===== config.mk =====
export PLATFORM = sky130hd
export DESIGN_NAME = multicycle_control_unit
export DESIGN_NICKNAME = d
export VERILOG_FILES = /design/src/rtl/multicycle_control_unit.sv
export SDC_FILE = /design/constraint.sdc
export NUM_CORES = 1
export LEC_CHECK = 0
export ABC_AREA = 0
export CAP_MARGIN = 20
export CORE_ASPECT_RATIO = 2
export CORE_UTILIZATION = 50
export DETAILED_ROUTE_END_ITERATION = 12
export PLACE_DENSITY_LB_ADDON = 0.15
export SLEW_MARGIN = 15
export SYNTH_ARGS = -nofsm -noshare
export SYNTH_HDL_FRONTEND = slang
export SYNTH_SLANG_ARGS = --single-unit

===== constraint.sdc =====
create_clock -name clk -period 2.65 [get_ports clk]
set_clock_uncertainty 0.2 [all_clocks]
set_input_delay 0.3975 -clock clk [delete_from_list [all_inputs] [get_ports clk]]
set_output_delay 0.3975 -clock clk [all_outputs]
set_load 0.1 [all_outputs]

===== src/rtl/multicycle_control_unit.sv =====
// multicycle_control_unit
// Multi-cycle sequencer for the 16-bit RISC core. An opcode accepted in IDLE
// walks through EXEC, optionally MEM (ROM access) or IO (acknowledged strobe),
// and RETIRE, where register write-back and PC sequencing happen. All datapath
// controls are registered and decoded from the next-state view of the FSM, so
// no combinational path exists from opcode to any output.
module multicycle_control_unit #(
  parameter int ALU_OP_W   = 2,
  parameter int MEM_LAT    = 1,
  parameter int IO_TIMEOUT = 255
) (
  input  logic                clk,
  input  logic                rst,
  input  logic [2:0]          opcode,
  input  logic                instr_valid,
  output logic                instr_ready,
  input  logic                zero_flag,
  input  logic                io_ack,
  output logic [ALU_OP_W-1:0] output_ALU,
  output logic                jump_neq,
  output logic                rom_read,
  output logic                rom_write,
  output logic                alu_select,
  output logic                sel_dst_reg,
  output logic                rom_to_reg,
  output logic                write_reg,
  output logic                write_strobe,
  output logic                read_strobe,
  output logic                pc_en,
  output logic                pc_load,
  output logic                busy,
  output logic                io_err
);

  localparam int IO_CNT_W = $clog2(IO_TIMEOUT + 1);

  // ISA opcodes
  localparam logic [2:0] OP_INPUT  = 3'b000;
  localparam logic [2:0] OP_OUTPUT = 3'b001;
  localparam logic [2:0] OP_LOAD   = 3'b010;
  localparam logic [2:0] OP_STORE  = 3'b011;
  localparam logic [2:0] OP_ADD    = 3'b100;
  localparam logic [2:0] OP_SUB    = 3'b101;
  localparam logic [2:0] OP_INV    = 3'b110;
  localparam logic [2:0] OP_JNE    = 3'b111;

  // Counter reload / limit values, sized to their counters
  localparam logic [3:0]          MEM_RELOAD = 4'(MEM_LAT - 1);
  localparam logic [IO_CNT_W-1:0] IO_LIMIT   = IO_CNT_W'(IO_TIMEOUT);
  localparam logic [IO_CNT_W-1:0] IO_ONE     = IO_CNT_W'(1);

  typedef enum logic [2:0] {
    S_IDLE   = 3'd0,
    S_EXEC   = 3'd1,
    S_MEM    = 3'd2,
    S_IO     = 3'd3,
    S_RETIRE = 3'd4
  } state_e;

  // Bundle of every registered control output except the sticky io_err
  typedef struct packed {
    logic                instr_ready;
    logic                busy;
    logic [ALU_OP_W-1:0] alu;
    logic                jump_neq;
    logic                rom_read;
    logic                rom_write;
    logic                alu_select;
    logic                sel_dst_reg;
    logic                rom_to_reg;
    logic                write_reg;
    logic                write_strobe;
    logic                read_strobe;
    logic                pc_en;
    logic                pc_load;
  } ctrl_t;

  // ALU operation code presented during EXEC
  function automatic logic [ALU_OP_W-1:0] alu_code(input logic [2:0] op);
    logic [ALU_OP_W-1:0] code;
    case (op)
      OP_ADD:  code = ALU_OP_W'(2'b00);
      OP_SUB:  code = ALU_OP_W'(2'b01);
      OP_INV:  code = ALU_OP_W'(2'b11);
      OP_JNE:  code = ALU_OP_W'(2'b01);
      default: code = ALU_OP_W'(2'b10);
    endcase
    return code;
  endfunction

  // True for the register-to-register ALU instructions
  function automatic logic is_alu_op(input logic [2:0] op);
    return (op == OP_ADD) || (op == OP_SUB) || (op == OP_INV);
  endfunction

  // True for ROM accesses
  function automatic logic is_mem_op(input logic [2:0] op);
    return (op == OP_LOAD) || (op == OP_STORE);
  endfunction

  // Instructions that produce a register result
  function automatic logic writes_reg(input logic [2:0] op);
    return is_alu_op(op) || (op == OP_LOAD) || (op == OP_INPUT);
  endfunction

  // Control outputs as a pure function of FSM state and instruction context
  function automatic ctrl_t decode_ctrl(input state_e st, input logic [2:0] op,
                                        input logic taken, input logic tmo);
    ctrl_t c;
    logic  wr;
    c  = '0;
    wr = 1'b0;
    case (st)
      S_IDLE: begin
        c.instr_ready = 1'b1;
      end
      S_EXEC: begin
        c.busy        = 1'b1;
        c.alu         = alu_code(op);
        c.sel_dst_reg = is_alu_op(op);
        c.alu_select  = is_mem_op(op);
        c.jump_neq    = (op == OP_JNE);
      end
      S_MEM: begin
        c.busy       = 1'b1;
        c.alu_select = 1'b1;
        c.rom_read   = (op == OP_LOAD);
        c.rom_write  = (op == OP_STORE);
      end
      S_IO: begin
        c.busy         = 1'b1;
        c.read_strobe  = (op == OP_INPUT);
        c.write_strobe = (op == OP_OUTPUT);
      end
      S_RETIRE: begin
        // A timed-out INPUT has no valid data, so it must not write back
        wr            = writes_reg(op) && !tmo;
        c.busy        = 1'b1;
        c.write_reg   = wr;
        c.rom_to_reg  = wr && (op == OP_LOAD);
        c.sel_dst_reg = wr && (op == OP_INPUT);
        c.pc_load     = (op == OP_JNE) && taken;
        c.pc_en       = !((op == OP_JNE) && taken);
      end
      default: begin
        c = '0;
      end
    endcase
    return c;
  endfunction

  state_e              state_q,   state_d;
  logic [2:0]          op_q,      op_d;
  logic [3:0]          mem_cnt_q, mem_cnt_d;
  logic [IO_CNT_W-1:0] io_cnt_q,  io_cnt_d;
  logic                taken_q,   taken_d;
  logic                timeout_q, timeout_d;
  logic                io_err_q,  io_err_d;
  ctrl_t               ctrl_q,    ctrl_d;
  logic [IO_CNT_W-1:0] io_cnt_inc_s;

  // Saturating increment of the I/O wait counter
  always_comb begin
    if (io_cnt_q == '1) begin
      io_cnt_inc_s = io_cnt_q;
    end else begin
      io_cnt_inc_s = io_cnt_q + IO_ONE;
    end
  end

  // Next-state and next-context logic of the sequencer
  always_comb begin
    state_d   = state_q;
    op_d      = op_q;
    mem_cnt_d = mem_cnt_q;
    io_cnt_d  = io_cnt_q;
    taken_d   = taken_q;
    timeout_d = timeout_q;
    io_err_d  = io_err_q;
    case (state_q)
      S_IDLE: begin
        if (instr_valid) begin
          op_d    = opcode;
          state_d = S_EXEC;
        end else begin
          state_d = S_IDLE;
        end
      end
      S_EXEC: begin
        case (op_q)
          OP_LOAD, OP_STORE: begin
            mem_cnt_d = MEM_RELOAD;
            state_d   = S_MEM;
          end
          OP_INPUT, OP_OUTPUT: begin
            io_cnt_d = '0;
            state_d  = S_IO;
          end
          OP_JNE: begin
            taken_d = !zero_flag;
            state_d = S_RETIRE;
          end
          default: begin
            state_d = S_RETIRE;
          end
        endcase
      end
      S_MEM: begin
        if (mem_cnt_q == 4'd0) begin
          state_d = S_RETIRE;
        end else begin
          mem_cnt_d = mem_cnt_q - 4'd1;
        end
      end
      S_IO: begin
        if (io_ack) begin
          state_d = S_RETIRE;
        end else if (io_cnt_inc_s == IO_LIMIT) begin
          io_cnt_d  = io_cnt_inc_s;
          timeout_d = 1'b1;
          io_err_d  = 1'b1;
          state_d   = S_RETIRE;
        end else begin
          io_cnt_d = io_cnt_inc_s;
          state_d  = S_IO;
        end
      end
      S_RETIRE: begin
        timeout_d = 1'b0;
        state_d   = S_IDLE;
      end
      default: begin
        state_d = S_IDLE;
      end
    endcase
    ctrl_d = decode_ctrl(state_d, op_d, taken_d, timeout_d);
  end

  // State, context and registered control outputs with synchronous reset
  always_ff @(posedge clk) begin
    if (rst) begin
      state_q   <= S_IDLE;
      op_q      <= 3'b000;
      mem_cnt_q <= 4'd0;
      io_cnt_q  <= '0;
      taken_q   <= 1'b0;
      timeout_q <= 1'b0;
      io_err_q  <= 1'b0;
      ctrl_q    <= decode_ctrl(S_IDLE, 3'b000, 1'b0, 1'b0);
    end else begin
      state_q   <= state_d;
      op_q      <= op_d;
      mem_cnt_q <= mem_cnt_d;
      io_cnt_q  <= io_cnt_d;
      taken_q   <= taken_d;
      timeout_q <= timeout_d;
      io_err_q  <= io_err_d;
      ctrl_q    <= ctrl_d;
    end
  end

  assign instr_ready  = ctrl_q.instr_ready;
  assign busy         = ctrl_q.busy;
  assign output_ALU   = ctrl_q.alu;
  assign jump_neq     = ctrl_q.jump_neq;
  assign rom_read     = ctrl_q.rom_read;
  assign rom_write    = ctrl_q.rom_write;
  assign alu_select   = ctrl_q.alu_select;
  assign sel_dst_reg  = ctrl_q.sel_dst_reg;
  assign rom_to_reg   = ctrl_q.rom_to_reg;
  assign write_reg    = ctrl_q.write_reg;
  assign write_strobe = ctrl_q.write_strobe;
  assign read_strobe  = ctrl_q.read_strobe;
  assign pc_en        = ctrl_q.pc_en;
  assign pc_load      = ctrl_q.pc_load;
  assign io_err       = io_err_q;

endmodule

# After elaboration in Yosys (flattened, before gate mapping)
# Index checks and enable logic that the tools add are counted.
[totals] reg_bits=36 input_bits=8 output_inout_bits=16 word_cells=108
[classes] mux=25 n_reduce_logical=30 addsub=2 n_bitwise=5 n_eq_ne=25
[op_table] cell="== test 3 x 2 -> 1 bit, second input constant" count=8
[op_table] cell="2-to-1 mux 8 bit" count=3
[op_table] cell="== test 3 bit, second input constant" count=7
[op_table] cell="== test 8 bit, second input constant" count=2
[op_table] cell="one-hot mux 8 bit (2 select lines)" count=1
[op_table] cell="2-to-1 mux 3 bit" count=5
[op_table] cell="OR reduction 2 bit" count=7
[op_table] cell="== test 3 x 1 -> 1 bit, second input constant" count=4
[op_table] cell="zero test 3 bit" count=4
[op_table] cell="one-hot mux 3 bit (4 select lines)" count=1
[op_table] cell="AND reduction 3 bit" count=3
[op_table] cell="adder 8 x 1 -> 8 bit, second input constant" count=1
[op_table] cell="2-to-1 mux 4 bit" count=2
[op_table] cell="!= test 2 bit, second input constant" count=4
[op_table] cell="one-hot mux 4 bit (2 select lines)" count=1
[op_table] cell="2-to-1 mux 1 bit" count=7
[op_table] cell="one-hot mux 1 bit (2 select lines)" count=3
[op_table] cell="one-hot mux 2 bit (3 select lines)" count=1
[op_table] cell="one-hot mux 3 bit (2 select lines)" count=1
[op_table] cell="logical OR 1 bit" count=5
[op_table] cell="NOT 1 bit" count=5
[op_table] cell="logical AND 1 bit" count=4
[op_table] cell="zero test 4 bit" count=1
[op_table] cell="nonzero test 2 bit" count=2
[op_table] cell="3 further kinds" count=5

# Longest topological paths before layout
# Gate-level depths: netlist (run 1).
[depth] depth_word=10 mapped_depth=7 depth_no_buf=7

# Least setup slack after synthesis (run 1)
# Ideal clock, no wire load.
[synth_path] path_type="flip-flop to flip-flop" startpoint="register io_cnt_q[0]" endpoint="register ctrl_q, in the netlist read_strobe" stages_incl_launch_ff=7 t_required_ns=2.347 slack_ns=0.539 synth_period_minus_slack_ns=2.111 setup_ns=0.103 arrival_ns=1.808 path_buffers=0 path_cell_list="dfxtp_1 > ha_1 > nand3_1 > o21ai_0 > o22ai_1 > a211o_1 > a2111oi_2"
[synth_between] elab_chain_len=9 word_cells_on_any_way=10 cone_classes="add/sub: 1; eq/ne: 3; mux: 4; bitwise: 1; reduce/logical: 1"
[synth_rtl] item="start, declared" line="155" source="logic [IO_CNT_W-1:0] io_cnt_q, io_cnt_d;"
[synth_rtl] item="start signal, assigned" line="254" source="io_cnt_q <= io_cnt_d;"
[synth_rtl] item="adder 8 x 1 -> 8 bit / == test 8 bit (equally long branches)" line="167, 164"
[synth_rtl] item="2-to-1 mux 8 bit (*)" line="164" source="if (io_cnt_q == '1) begin"
[synth_rtl] item="== test 8 bit (*)" line="218" source="end else if (io_cnt_inc_s == IO_LIMIT) begin"
[synth_rtl] item="2-to-1 mux 3 bit (*)" line="218"
[synth_rtl] item="2-to-1 mux 3 bit (*)" line="216" source="if (io_ack) begin"
[synth_rtl] item="one-hot mux 3 bit (4 select lines) (*)" line="180" source="case (state_q)"
[synth_rtl] item="== test 3 x 2 -> 1 bit (*)" line="113" source="case (st)"
[synth_rtl] item="NOT 1 bit (no line) (*)"
[synth_rtl] item="OR reduction 2 bit (no line) (*)"
[synth_rtl] item="end signal, assigned" line="249" source="ctrl_q <= decode_ctrl(S_IDLE, 3'b000, 1'b0, 1'b0);"
[synth_rtl] item="end signal, assigned" line="258" source="ctrl_q <= ctrl_d;"
[synth_rtl] item="end, declared" line="159" source="ctrl_t ctrl_q, ctrl_d;"
# Mark *: on every way between the ends. The rest lies on a longest branch, timed or not.
# A chain may end at the register's enable or synchronous reset.

# Worst setup path in the final report (run 1)
[layout_path] startpoint="register io_cnt_q[1]" endpoint="register ctrl_q, in the netlist read_strobe"
# Same word-level chain as after synthesis.

==> flow_metrics.py, run 1 <==
metrics = {
    "sta": {
        "hold_viol": 0,
        "max_freq_mhz": 413,
        "maxSlewHeadroom": 0.507,
        "layout_worst_path_cycle_share": 0.913,
        "holdWs_ps": 263,
        "worst_slew_pin_slew_ps": 732,
        "finalSetupTns_ps": 0,
        "period_needed_ps": 2420,
        "postLayoutSetupSlackWorst_ps": 231,
        "rsz0062_at_grt": "no",
        "drv_slew": 0,
        "finalSetupViolCount": 0,
    },
    "worst_setup_path": {
        "r2r_cells": 6,
        "reg2reg_setup_slack_ps": 230,
        "timing.rr.end": "read_strobe",
        "crit_chain": "ha_1 -> nand3_1 -> o21ai_0 -> o22ai_1 -> a211o_1 -> a2111oi_2",
        "criticalPathCategory": "register to register",
        "critPathMaxFanout": 8,
        "arrival_ps": 2400,
        "cpPeakStageDelay_ps": 420,
        "crit_required_ps": 2630,
        "crit_path_top_delay_cell": "dfxtp_1",
        "cp-end-kind": "register",
        "reg2reg_from": "io_cnt_q[1]",
        "startpoint_type": "register",
    },
    "min_path": {
        "hold_depth": 2,
        "min_to": "io_err",
        "holdCritPathClass": "register to register",
        "worstHoldStart": "io_err",
    },
    "pwr": {
        "leakage_nw": 0.820,
        "peakVddDrop_v": 0.000497,
        "powerDensity_mw_per_mm2": 599,
    },
    "clocking": {
        "clk_pin_slew_ps": 70,
        "post_cts_buffers": 0,
        "clk_latency_ps": 280,
        "ctsRootBufferMaster": "clkbuf_8",
        "cts_buffers": 5,
        "cts_hold_buf": 0,
        "cts_buffer_depth": 2,
        "htreeDepth": 2,
        "cts_sinks": 36,
        "cts_tree": "built",
        "cts-resized-gates": 0,
    },
    "place": {
        "numPortBuffers": 23,
        "globalplace.congestion": 0.884,
        "dp_slack_ps": 68.9,
        "hpwl_um": 3160,
    },
    "floorplanning": {
        "ios": 24,
        "coreArea_mm2": 0.00338,
        "dieArea_mm2": 0.00382,
        "rows": 30,
        "initial_utilization": 0.527,
        "fp.dieW_um": 44.2,
        "die_y_um": 86.4,
    },
    "cells_and_area": {
        "drive_above_1_share": 0.175,
        "final_cell_mix": "dfxtp_1, nor2_1, buf_4",
        "final_common_cell": "dfxtp_1",
        "largest_reg_flops": 8,
        "area_delta_synth_final_pct": 17.6,
        "regMostFlops": "io_cnt_q",
        "diodes": 0,
        "layout.nets": 240,
        "largestRegisters": "io_cnt_q (8), mem_cnt_q (4)",
    },
    "route": {
        "wire_per_inst_um": 15.6,
        "drc": 0,
        "firstDrtPassIters": 6,
        "vias": 1605,
        "drt_iter0_drc": 44,
        "ant_nets": 0,
        "drt_wl_total_um": 4080,
        "avgViaCountPerCell": 6.15,
    },
    "synth": {
        "yosysUniqueCellTypes": 53,
        "synthesis.area_mm2": 0.00178,
        "synthFlopType": "dfxtp_1",
        "syn_nets": 216,
        "postSynthCellCount": 205,
        "synth_area_per_cell_um2": 8.69,
        "yosysSeqAreaShare": 0.404,
        "synth_edf_count": 0,
        "async_flop_share": 0,
        "ys_ff_latch": 36,
        "ys_warn_count": 0,
    },
    "run_status": {
        "outcome": "finished clean",
    },
    "global_routing": {
        "grt_pass1_vias": 1515,
        "grt-busiest-layer": "met2",
        "grt_max_degree": 16,
        "grt_pass1_wl_um": 6690,
        "grt_overflow": 0,
        "gr-usage-met3": 0.0438,
        "grt_use_total": 0.235,
        "antenna_found_initial": 0,
        "use_met1": 0.232,
        "use_met2": 0.428,
    },
    "flow_run": {
        "cap_viol_max_count": 0,
    },
}
through the flow:
stage           util  std cells  cell area [um^2]  total power, mW
5_1_grt        0.620        261              2090             1.30
3_3_place_gp   0.591        254              2000            0.851
4_1_cts        0.620        261              2090             1.27
6_report       0.620        261              2090             1.25
3_5_place_dp   0.591        254              2000            0.855
2_1_floorplan      -        205              1780            0.794
cell families after synthesis:
group                    count (synthesis)  share of synthesized area
multiplexers                             4                     0.0274
flip-flops                              36                      0.404
adder cells (fa/ha/maj)                  3                     0.0211
AND/OR/NAND/NOR                         93                      0.286
AO/OA/AOI/OAI                           49                      0.206
XOR/XNOR                                 2                    0.00983
buffers and inverters                   18                     0.0456
cells in the mapped netlist (2+ instances only):
| cell type | instances | area (um^2) |
|---|---|---|
| mux2i_1 | 2 | 20.0 |
| inv_1 | 6 | 22.5 |
| buf_2 | 5 | 25.0 |
| nor2_1 | 25 | 93.8 |
| nand2b_1 | 4 | 25.0 |
| nor4_1 | 2 | 12.5 |
| nand3_1 | 10 | 50.1 |
| a211oi_1 | 2 | 15.0 |
| dfxtp_1 | 36 | 721 |
| a2111oi_2 | 2 | 30.0 |
| a21oi_1 | 20 | 100 |
| clkbuf_1 | 6 | 22.5 |
| or3b_1 | 2 | 17.5 |
| nand3b_1 | 2 | 15.0 |
| nand2_1 | 12 | 45.0 |
| and3_1 | 2 | 12.5 |
| nor2b_1 | 5 | 31.3 |
| and2_1 | 2 | 12.5 |
| ha_1 | 3 | 37.5 |
| a21o_1 | 3 | 22.5 |
| and4_1 | 2 | 17.5 |
| nor4b_1 | 2 | 17.5 |
| nor3_1 | 14 | 70.1 |
| a31oi_1 | 6 | 37.5 |
| nand4_1 | 2 | 12.5 |
worst max path at each step:
stage | from | to | slack [ps] | cells after the start
after floorplan | io_cnt_q[0] | read_strobe | 540 | 6
after global placement | instr_valid | write_reg | 120 | 7
after detailed placement | instr_valid | pc_load | 70 | 7
after CTS | io_cnt_q[1] | read_strobe | 250 | 6
after global routing | io_cnt_q[1] | read_strobe | 80 | 6
final | io_cnt_q[1] | read_strobe | 230 | 6
worst max-delay path: cells and delay by family (launching register included):
family,cells,cell delay (ps)
adders and majority gates,1,370
and+or+nand+nor,1,200
AOI/OAI and AO/OA,4,1130
DFF,1,420
metal layers:
layer	vias up	wire length, um
met5	-	0
met4	0	135
met3	12	158
met2	56	2310
met1	742	1480
li1	795	-
power breakdown:
group | total, mW | switching (mW) | leakage [nW] | internal [mW]
registers | 0.589 | 0.0277 | 0.292 | 0.562
clock network | 0.409 | 0.177 | 0.0503 | 0.231
logic | 0.256 | 0.170 | 0.478 | 0.0857
total | 1.25 | 0.375 | 0.820 | 0.879
cell type report:
| type | instances | area (um^2) |
|---|---|---|
| fillers | 316 | 1280 |
| multi-input cells | 151 | 980 |
| flip-flops and latches | 36 | 721 |
| repair buffers | 29 | 235 |
| clock buffers | 7 | 96.3 |
| well taps | 32 | 40.0 |
| inverters | 6 | 22.5 |
Power figures use the tool's default switching activity.
==> inputs of run 2 (changes only) <==
--- a/config.mk
+++ b/config.mk
@@ -8,7 +8,8 @@
 export ABC_AREA = 0
 export CAP_MARGIN = 20
 export CORE_ASPECT_RATIO = 2
-export CORE_UTILIZATION = 50
+export CORE_MARGIN = 1.5
+export CORE_UTILIZATION = 54
 export DETAILED_ROUTE_END_ITERATION = 12
 export PLACE_DENSITY_LB_ADDON = 0.15
 export SLEW_MARGIN = 15
==> run 2 against run 1 <==
Via count increased by 3.4%. Power increased by 5.3%. Clock-buffer cell count decreased by 2. Cell count decreased by 0.38%. Sequential power about the same. Worst hold slack got worse by 9.9 ps. Die area decreased by 3.8%.
==> flow_metrics.py, run 2 (synthesis results as in run 1) <==
metrics = {
    "route": {
        "wire_per_inst_um": 16.4,
        "avgViaCountPerCell": 6.38,
        "ant_nets": 0,
        "drt_wl_total_um": 4260,
        "drc": 0,
        "firstDrtPassIters": 5,
        "drt_iter0_drc": 30,
        "vias": 1659,
    },
    "sta": {
        "worst_slew_pin_slew_ps": 735,
        "maxSlewHeadroom": 0.506,
        "hold_viol": 0,
        "max_freq_mhz": 413,
        "layout_worst_path_cycle_share": 0.914,
        "drv_slew": 0,
        "finalSetupTns_ps": 0,
        "finalSetupViolCount": 0,
        "postLayoutSetupSlackWorst_ps": 227,
        "period_needed_ps": 2420,
        "rsz0062_at_grt": "no",
    },
    "min_path": {
        "holdCritPathClass": "register to register",
        "min_to": "io_err",
        "hold_depth": 2,
        "worstHoldStart": "io_err",
    },
    "cells_and_area": {
        "final_area_mm2": 0.00210,
        "diodes": 0,
        "layout.nets": 239,
        "largestRegisters": "io_cnt_q (8), mem_cnt_q (4)",
        "nFillCells": 287,
        "area_delta_synth_final_pct": 18.0,
        "drive_above_1_share": 0.179,
        "largest_reg_flops": 8,
        "final_cell_mix": "dfxtp_1, nor2_1, buf_4",
        "final_common_cell": "dfxtp_1",
        "regMostFlops": "io_cnt_q",
    },
    "global_routing": {
        "grt_overflow": 0,
        "grt_use_total": 0.257,
        "grt_pass1_vias": 1612,
        "grt_pass1_wl_um": 7240,
        "antenna_found_initial": 0,
        "grt_max_degree": 18,
    },
    "clocking": {
        "htreeDepth": 2,
        "cts_buffers": 5,
        "clk_pin_slew_ps": 70,
        "cts_tree": "built",
        "cts-resized-gates": 0,
        "cts_hold_buf": 0,
        "cts_sinks": 36,
        "ctsRootBufferMaster": "clkbuf_8",
        "cts_buffer_depth": 2,
        "clk_latency_ps": 280,
        "post_cts_buffers": 0,
    },
    "worst_setup_path": {
        "critPathMaxFanout": 8,
        "criticalPathCategory": "register to register",
        "startpoint_type": "register",
        "timing.rr.end": "rom_to_reg",
        "crit_required_ps": 2630,
        "reg2reg_setup_slack_ps": 230,
        "arrival_ps": 2410,
        "reg2reg_from": "io_cnt_q[0]",
        "cp-end-kind": "register",
        "r2r_cells": 6,
    },
    "run_status": {
        "outcome": "finished clean",
    },
    "pwr": {
        "power.switching_uw": 395,
        "leakage_nw": 0.816,
        "p_comb_frac": 0.194,
        "clkPwrFrac": 0.359,
        "p_int_uw": 925,
        "switching_share": 0.299,
        "peakVddDrop_v": 0.000755,
        "powerDensity_mw_per_mm2": 627,
        "p_seq_frac": 0.446,
    },
    "floorplanning": {
        "dieArea_mm2": 0.00367,
        "fp.dieW_um": 43.6,
        "initial_utilization": 0.564,
        "ios": 24,
        "die_y_um": 84.2,
        "rows": 29,
        "coreArea_mm2": 0.00316,
    },
    "place": {
        "hpwl_um": 3130,
        "numPortBuffers": 23,
        "dp_slack_ps": 68.8,
        "globalplace.congestion": 0.866,
        "dpl_cell_area_mm2": 0.00199,
    },
    "flow_run": {
        "cap_viol_max_count": 0,
    },
}
run 2: cell types whose count changed in the layout (fill, tap and decap cells not counted):
cell / delta
clkbuf_8: -2
buf_4: -1
bufinv_16: +1
clkinv_2: +1
clkinvlp_4: +1
ha_1: -1
ha_2: +1
run 2: cell type report:
| cell class | count | area (um^2) | share of cell area |
|---|---|---|---|
| Multi-Input combinational cell | 151 | 982 | 0.467 |
| Clock buffer | 5 | 68.8 | 0.0327 |
| Timing Repair Buffer | 28 | 228 | 0.108 |
| Tap cell | 31 | 38.8 | 0.0184 |
| Inverter | 6 | 22.5 | 0.0107 |
| Clock inverter | 3 | 42.5 | 0.0202 |
| Sequential cell | 36 | 721 | 0.343 |
run 2: worst max-delay path: stages, from the launching register on:
cell	delay (ps)
dfxtp_1	470
ha_2	320
and3_1	270
nand2_1	140
o22ai_1	300
a32oi_2	250
nor4b_1	350
run 2: worst max-delay path by stage:
stage | start | to | slack, ps
6_report | io_cnt_q[0] | rom_to_reg | 230
2_1_floorplan | io_cnt_q[0] | read_strobe | 540
4_1_cts | io_cnt_q[0] | rom_to_reg | 180
3_5_place_dp | instr_valid | write_strobe | 70
3_3_place_gp | instr_valid | write_strobe | 120
5_1_grt | io_cnt_q[0] | rom_to_reg | 60
run 2: stage by stage:
stage                     power, mW  hold WS (ps)  instances  utilization
after floorplan               0.794           277        205            -
final                          1.32           253        260        0.666
after global routing           1.37           283        260        0.666
after global placement        0.849           238        252        0.630
after detailed placement      0.854           245        252        0.630
after CTS                      1.33           256        260        0.665
run 2: per-layer routing:
layer / track usage / vias up / part of all wire
met1: 0.259 / 793 / 0.36
met4: 0.163 / 0 / 0.041
met3: 0.0409 / 16 / 0.029
li1: - / 799 / -
met5: 0 / - / 0
met2: 0.459 / 51 / 0.57
run 2: power groups by stage:
stage	Sequential [mW]	Clock (mW)	Combinational [mW]
global route	0.592	0.507	0.271
floorplan	0.667	0	0.127
detailed placement	0.600	0	0.254
CTS	0.588	0.483	0.256
global placement	0.599	0	0.250
finish	0.589	0.474	0.257
